## config.mk

```make
export PLATFORM = sky130hd
export DESIGN_NAME = hilo_ctrl
export DESIGN_NICKNAME = d
export VERILOG_FILES = /design/src/rtl/hilo_ctrl.sv
export SDC_FILE = /design/constraint.sdc
export NUM_CORES = 1
export LEC_CHECK = 0
export CAP_MARGIN = 0
export CORE_MARGIN = 2
export CORE_UTILIZATION = 40
export DETAILED_ROUTE_END_ITERATION = 12
export PLACE_DENSITY = 0.91
export RECOVER_POWER = 100
export SYNTH_ARGS = -nofsm -noshare
export SYNTH_HDL_FRONTEND = slang
export SYNTH_SLANG_ARGS = --single-unit
```

## constraint.sdc

```tcl
create_clock -name clk -period 2.1 [get_ports clk]
set_input_delay 0.42 -clock clk [delete_from_list [all_inputs] [get_ports clk]]
set_output_delay 0.42 -clock clk [all_outputs]
set_load 0.05 [all_outputs]
```

## src/rtl/hilo_ctrl.sv

```systemverilog
// hilo_ctrl -- execute-stage controller for the MIPS HI/LO instruction class.
//
// Decodes MULT/MULTU/DIV/DIVU/MTHI/MTLO/MFHI/MFLO, hands latched operands to
// the mult_div unit, stalls EX until the unit reports ready, then commits the
// 64-bit result into the architectural HI/LO registers. A flush cancels any
// in-flight operation and spends one ABORT cycle with the enable low so the
// unit can clear itself.
//
// Optional feature: define HILO_ACC_EN to add MADD/MADDU/MSUB/MSUBU
// (ops 8-11), which multiply and then accumulate into / subtract from HI:LO.
// Without the macro, ops 8-11 are treated as reserved.
//
// Ports:
//   clk, rst             clock; synchronous active-high reset
//   op_valid, op         EX holds a HI/LO-class instruction / its opcode
//   src_a, src_b         rs / rt operand values
//   flush                cancel the EX instruction and any in-flight op
//   stall_ex             hold the EX stage
//   md_a, md_b           registered operands to mult_div
//   md_mult, md_signed   operation kind (1 = multiply) and signedness
//   md_enable            start/hold enable to mult_div
//   md_res_h, md_res_l   mult_div result
//   md_ready             mult_div result valid
//   hi_o, lo_o           architectural HI/LO registers
//   rd_data              MFHI/MFLO read data
//   busy                 controller is not idle
module hilo_ctrl #(
    parameter int DATA_W = 32
) (
    input  logic              clk,
    input  logic              rst,
    input  logic              op_valid,
    input  logic [3:0]        op,
    input  logic [DATA_W-1:0] src_a,
    input  logic [DATA_W-1:0] src_b,
    input  logic              flush,
    output logic              stall_ex,
    output logic [DATA_W-1:0] md_a,
    output logic [DATA_W-1:0] md_b,
    output logic              md_mult,
    output logic              md_signed,
    output logic              md_enable,
    input  logic [DATA_W-1:0] md_res_h,
    input  logic [DATA_W-1:0] md_res_l,
    input  logic              md_ready,
    output logic [DATA_W-1:0] hi_o,
    output logic [DATA_W-1:0] lo_o,
    output logic [DATA_W-1:0] rd_data,
    output logic              busy
);

    localparam logic [3:0] OP_MULT  = 4'd0;
    localparam logic [3:0] OP_DIV   = 4'd2;
    localparam logic [3:0] OP_DIVU  = 4'd3;
    localparam logic [3:0] OP_MTHI  = 4'd4;
    localparam logic [3:0] OP_MTLO  = 4'd5;
    localparam logic [3:0] OP_MFHI  = 4'd6;
    localparam logic [3:0] OP_MADD  = 4'd8;
    localparam logic [3:0] OP_MSUB  = 4'd10;

    typedef enum logic [1:0] {IDLE, CALC, ABORT} state_t;

    state_t              state_q, state_d;
    logic [DATA_W-1:0]   hi_q, hi_d, lo_q, lo_d;
    logic [DATA_W-1:0]   mdA_q, mdA_d, mdB_q, mdB_d;
    logic                mdMult_q, mdMult_d, mdSigned_q, mdSigned_d;
    logic                mdEnable_q, mdEnable_d;

    logic                isMulDiv, isAccOp, isMdOp, isMove;
    logic [2*DATA_W-1:0] mdResult, commitVal;

`ifdef HILO_ACC_EN
    // The accumulate flavour must be remembered because EX may present a
    // different opcode by the time the result comes back.
    logic [3:0]          op_q, op_d;
`endif

    // Instruction class decode.
    always_comb begin
        isMulDiv = (op[3:2] == 2'b00);
        isMove   = (op[3:2] == 2'b01);
`ifdef HILO_ACC_EN
        isAccOp  = (op[3:2] == 2'b10);
`else
        isAccOp  = 1'b0;
`endif
        isMdOp   = isMulDiv | isAccOp;
    end

    // Value written into HI:LO when the unit reports ready; accumulate
    // variants wrap modulo 2^(2*DATA_W).
    always_comb begin
        mdResult  = {md_res_h, md_res_l};
        commitVal = mdResult;
`ifdef HILO_ACC_EN
        if (op_q[3:1] == 3'b100) begin
            commitVal = {hi_q, lo_q} + mdResult;
        end else if (op_q[3:1] == 3'b101) begin
            commitVal = {hi_q, lo_q} - mdResult;
        end
`endif
    end

    // Next-state, register updates and the combinational stall. In CALC a
    // flush beats md_ready so a cancelled operation never commits.
    always_comb begin
        state_d    = state_q;
        hi_d       = hi_q;
        lo_d       = lo_q;
        mdA_d      = mdA_q;
        mdB_d      = mdB_q;
        mdMult_d   = mdMult_q;
        mdSigned_d = mdSigned_q;
        mdEnable_d = mdEnable_q;
        stall_ex   = 1'b0;
`ifdef HILO_ACC_EN
        op_d       = op_q;
`endif
        case (state_q)
            IDLE: begin
                if (op_valid && !flush) begin
                    if (isMdOp) begin
                        stall_ex   = 1'b1;
                        mdA_d      = src_a;
                        mdB_d      = src_b;
                        mdMult_d   = !((op == OP_DIV) || (op == OP_DIVU));
                        mdSigned_d = (op == OP_MULT) || (op == OP_DIV) ||
                                     (op == OP_MADD) || (op == OP_MSUB);
                        mdEnable_d = 1'b1;
                        state_d    = CALC;
`ifdef HILO_ACC_EN
                        op_d       = op;
`endif
                    end else if (op == OP_MTHI) begin
                        hi_d = src_a;
                    end else if (op == OP_MTLO) begin
                        lo_d = src_a;
                    end
                end
            end
            CALC: begin
                if (flush) begin
                    mdEnable_d = 1'b0;
                    state_d    = ABORT;
                end else if (md_ready) begin
                    {hi_d, lo_d} = commitVal;
                    mdEnable_d   = 1'b0;
                    state_d      = IDLE;
                end else begin
                    stall_ex = 1'b1;
                end
            end
            ABORT: begin
                mdEnable_d = 1'b0;
                state_d    = IDLE;
                stall_ex   = op_valid && !flush && (isMdOp || isMove);
            end
            default: begin
                state_d = IDLE;
            end
        endcase
    end

    // State and register bank.
    always_ff @(posedge clk) begin
        if (rst) begin
            state_q    <= IDLE;
            hi_q       <= '0;
            lo_q       <= '0;
            mdA_q      <= '0;
            mdB_q      <= '0;
            mdMult_q   <= 1'b0;
            mdSigned_q <= 1'b0;
            mdEnable_q <= 1'b0;
`ifdef HILO_ACC_EN
            op_q       <= '0;
`endif
        end else begin
            state_q    <= state_d;
            hi_q       <= hi_d;
            lo_q       <= lo_d;
            mdA_q      <= mdA_d;
            mdB_q      <= mdB_d;
            mdMult_q   <= mdMult_d;
            mdSigned_q <= mdSigned_d;
            mdEnable_q <= mdEnable_d;
`ifdef HILO_ACC_EN
            op_q       <= op_d;
`endif
        end
    end

    assign md_a      = mdA_q;
    assign md_b      = mdB_q;
    assign md_mult   = mdMult_q;
    assign md_signed = mdSigned_q;
    assign md_enable = mdEnable_q;
    assign hi_o      = hi_q;
    assign lo_o      = lo_q;
    assign rd_data   = (op == OP_MFHI) ? hi_q : lo_q;
    assign busy      = (state_q != IDLE);

endmodule

```

==> flow_summary.yaml <==
timing:
  finalCriticalPeriod_ns: 2.187
  clock.fmax_ghz: 0.4573
  timing.final.crit_share: 1.041
  setup_viol_count_final: 17
  worst_pin_slew_ns: 0.6760
  slew_headroom: 0.5513
  worst_slack_ns: -0.08694
  timing.final.hold_violations: 0
  finClkSkew_ns: 0.004489
  rsz0062_at_grt: "true"
  final-max-slew-violation-count: 0
  finalSetupTns_ns: -1.143
power:
  ir_drop_uv: 562.0
  leakagePower_nw: 3.722
  power_switching_mw: 1.844
  power_frac_comb: 0.176
  seq_power_share: 0.363
  p_per_area_nw_per_um2: 705.5
  p_int_mw: 5.418
  clkPwrFrac: 0.461
  switching_share: 0.2540
floorplan:
  fp.coreArea_sq_um: 14370
  ios: 302
  rows: 44
  die_x_um: 124.6
  start_util: 0.4046
  die_area_sq_um: 15510
  die-height_um: 124.6
synthesis:
  synth-async-reset-ratio: 0
  ys_types: 25
  synthTopCellsByCount: "133 x dfxtp_1, 131 x a21oi_1, 131 x nand2_1, 67 x a211oi_1, 64 x a31oi_1"
  synth_warnings: 0
  synth_ff_type: "dfxtp_1"
  synth.net_count: 838
  yosysTopAreaCellShare: 0.4580
  synthTopCellsByArea: "dfxtp_1 46%, a21oi_1 11%, a211oi_1 8.7%"
  synth_top_area_cell: "dfxtp_1"
  ys_seq_area_frac: 0.4580
  ys_seq_elements: 133
  yosysMostFrequentCell: "dfxtp_1"
  synth_edf_count: 0
  synthCells: 697
  synth_area_per_cell_sq_um: 8.340
  syn_area_sq_um: 5813
routing:
  wl_per_cell_um: 20.26
  maxUsedRoutingLayer: "met4"
  routed_wl_um: 24060
  vias: 6770
  wl_met1_um: 9052
  dr_wl_met3_um: 1953
  drt-initial-drc-count: 666
  met2_length_um: 12060
  ant_nets: 0
  vias_per_cell: 5.699
  drc: 0
  drt_pass1_iterations: 5
global_route:
  grt_max_degree: 56
  overflow: 0
  grt_pass1_wl_um: 36870
  track_usage: 0.2969
  grt_pass1_vias: 6681
  antenna_found_initial: 0
setup_path:
  worstReg2RegStart: "state_q[1]$_SDFFE_PP0P_"
  crit_path_end_kind: "primary output"
  cp_data_arrival_time_ns: 1.77
  reg2regPathDepth: 8
  startpoint_type: "input port"
  r2r-end: "md_a[25]$_SDFFE_PP0P_"
  ff2ff_setup_slack_ns: 0.11
  cp.required_ns: 1.68
  path_class: "input port to primary output"
  crit_fanout: 8
clocking:
  hold_buffers: 0
  h-tree-depth: 4
  cts_tree: "done"
  clk_pin_slew_worst_paths_ns: 0.06
  root_buffer: "clkbuf_16"
  clockBufferDepth: 2
  cts_sinks: 133
  insertion_delay_ns: 0.41
  numCtsBuffers: 17
finish:
  fin_util: 0.7165
  fillers: 1009
  post-route-cell-area_sq_um: 10290
  area_growth_pct: 77.10
  drive_gt1_frac: 0.1604
  multi_input_area_sq_um: 3038
  register_area_sq_um: 2664
  insertedDiodeCount: 0
  nets: 1132
hold_path:
  min-delay-start: "op[1]"
  whs_path_depth: 3
  hp-class: "input port to flop"
  min_to: "md_mult$_SDFFE_PP0P_"
job:
  maxCapViolations: 0
placement:
  port_buffers: 301
  place_congestion: 0.8714
  postPlaceCellArea_sq_um: 9143
  hpwl_um: 16060
status:
  failed_checks: "setup timing"
  status: "finished with violations"
[stage by stage]
| stage | total power, mW | hold WS [ns] | instances | setup WS, ns |
|---|---|---|---|---|
| floorplan | 3.294 | 0.5157 | 697 | -0.1360 |
| global placement | 3.862 | 0.4385 | 1145 | -0.3938 |
| detailed placement | 3.882 | 0.4442 | 1145 | -0.4205 |
| CTS | 7.261 | 0.3855 | 1186 | -0.08075 |
| global route | 7.477 | 0.4101 | 1188 | -0.1034 |
| finish | 7.263 | 0.4098 | 1188 | -0.08694 |
[power by group through the flow]
stage	Sequential (mW)	Clock (mW)	Combinational, mW
after floorplan	2.89	0	0.409
after global placement	2.68	0	1.18
after detailed placement	2.69	0	1.20
after CTS	2.63	3.37	1.25
after global routing	2.64	3.50	1.34
final	2.64	3.35	1.28
[worst max path at each step]
stage / from / to / slack (ns) / depth (start not counted)
after CTS: op[3] / rd_data[8] / -0.08 / 8
after detailed placement: flush / stall_ex / -0.42 / 5
final: op[3] / rd_data[5] / -0.09 / 8
after global placement: flush / stall_ex / -0.39 / 5
after floorplan: state_q[0]$_SDFFE_PP0P_ / stall_ex / -0.14 / 8
after global routing: state_q[1]$_SDFFE_PP0P_ / stall_ex / -0.10 / 7
[cells by family (layout without fill, tap and decap cells)]
kind of cell | after synthesis | after routing | share of synthesized area
simple gates | 182 | 182 | 0.1390
mux | 32 | 32 | 0.06199
fa+ha+maj | 4 | 4 | 0.008610
compound gates | 269 | 269 | 0.2764
buf+inv | 77 | 384 | 0.05596
flops | 133 | 133 | 0.4580
[final cells by class]
class,count,share of cell area
timing repair buffer,348,0.3570
multi-input combinational,487,0.2951
sequential,133,0.2587
clock buffer,24,0.04874
tap,184,0.02236
clock inverter,8,0.01629
inverter,4,0.001823
[sequential cells by signal, indices dropped and copies added (netlist names)]
| name | count |
|---|---|
| md_signed | 1 |
| md_b | 32 |
| state_q | 2 |
| lo_o | 32 |
| md_enable | 1 |
| md_mult | 1 |
| md_a | 32 |
| hi_o | 32 |
[layer usage]
metal	vias up	GRT usage
met4	0	0.1408
met1	3185	0.3549
met3	76	0.07002
met2	420	0.5024
met5	-	0
li1	3089	-
[what timing repair did]
item / CTS / global route
pin swaps: 4 / 2
setup endpoints to repair: 34 / 38
resized for setup: 94 / 29
setup buffers: 6 / 3
gates cloned: 3 / 0
[critical path: stages]
cell and delay, ns:
buf_6 0.09, nand2b_4 0.14, nor3b_4 0.21, buf_12 0.15, buf_12 0.11, buf_16 0.14
mux2_4 0.33, buf_8 0.15
[cell usage in the layout, fill, tap and decap left out, types with 17 or more instances in the layout]
cell type | netlist | routed
a211oi_1 | 67 | 67
a21oi_1 | 131 | 130
a31oi_1 | 64 | 64
buf_4 | 0 | 32
buf_8 | 0 | 25
clkbuf_16 | 0 | 17
clkdlybuf4s50_1 | 0 | 252
dfxtp_1 | 133 | 132
mux2_4 | 0 | 32
nand2_1 | 131 | 131
nor2b_1 | 33 | 33
No activity file was read; power rests on OpenSTA's default activity.
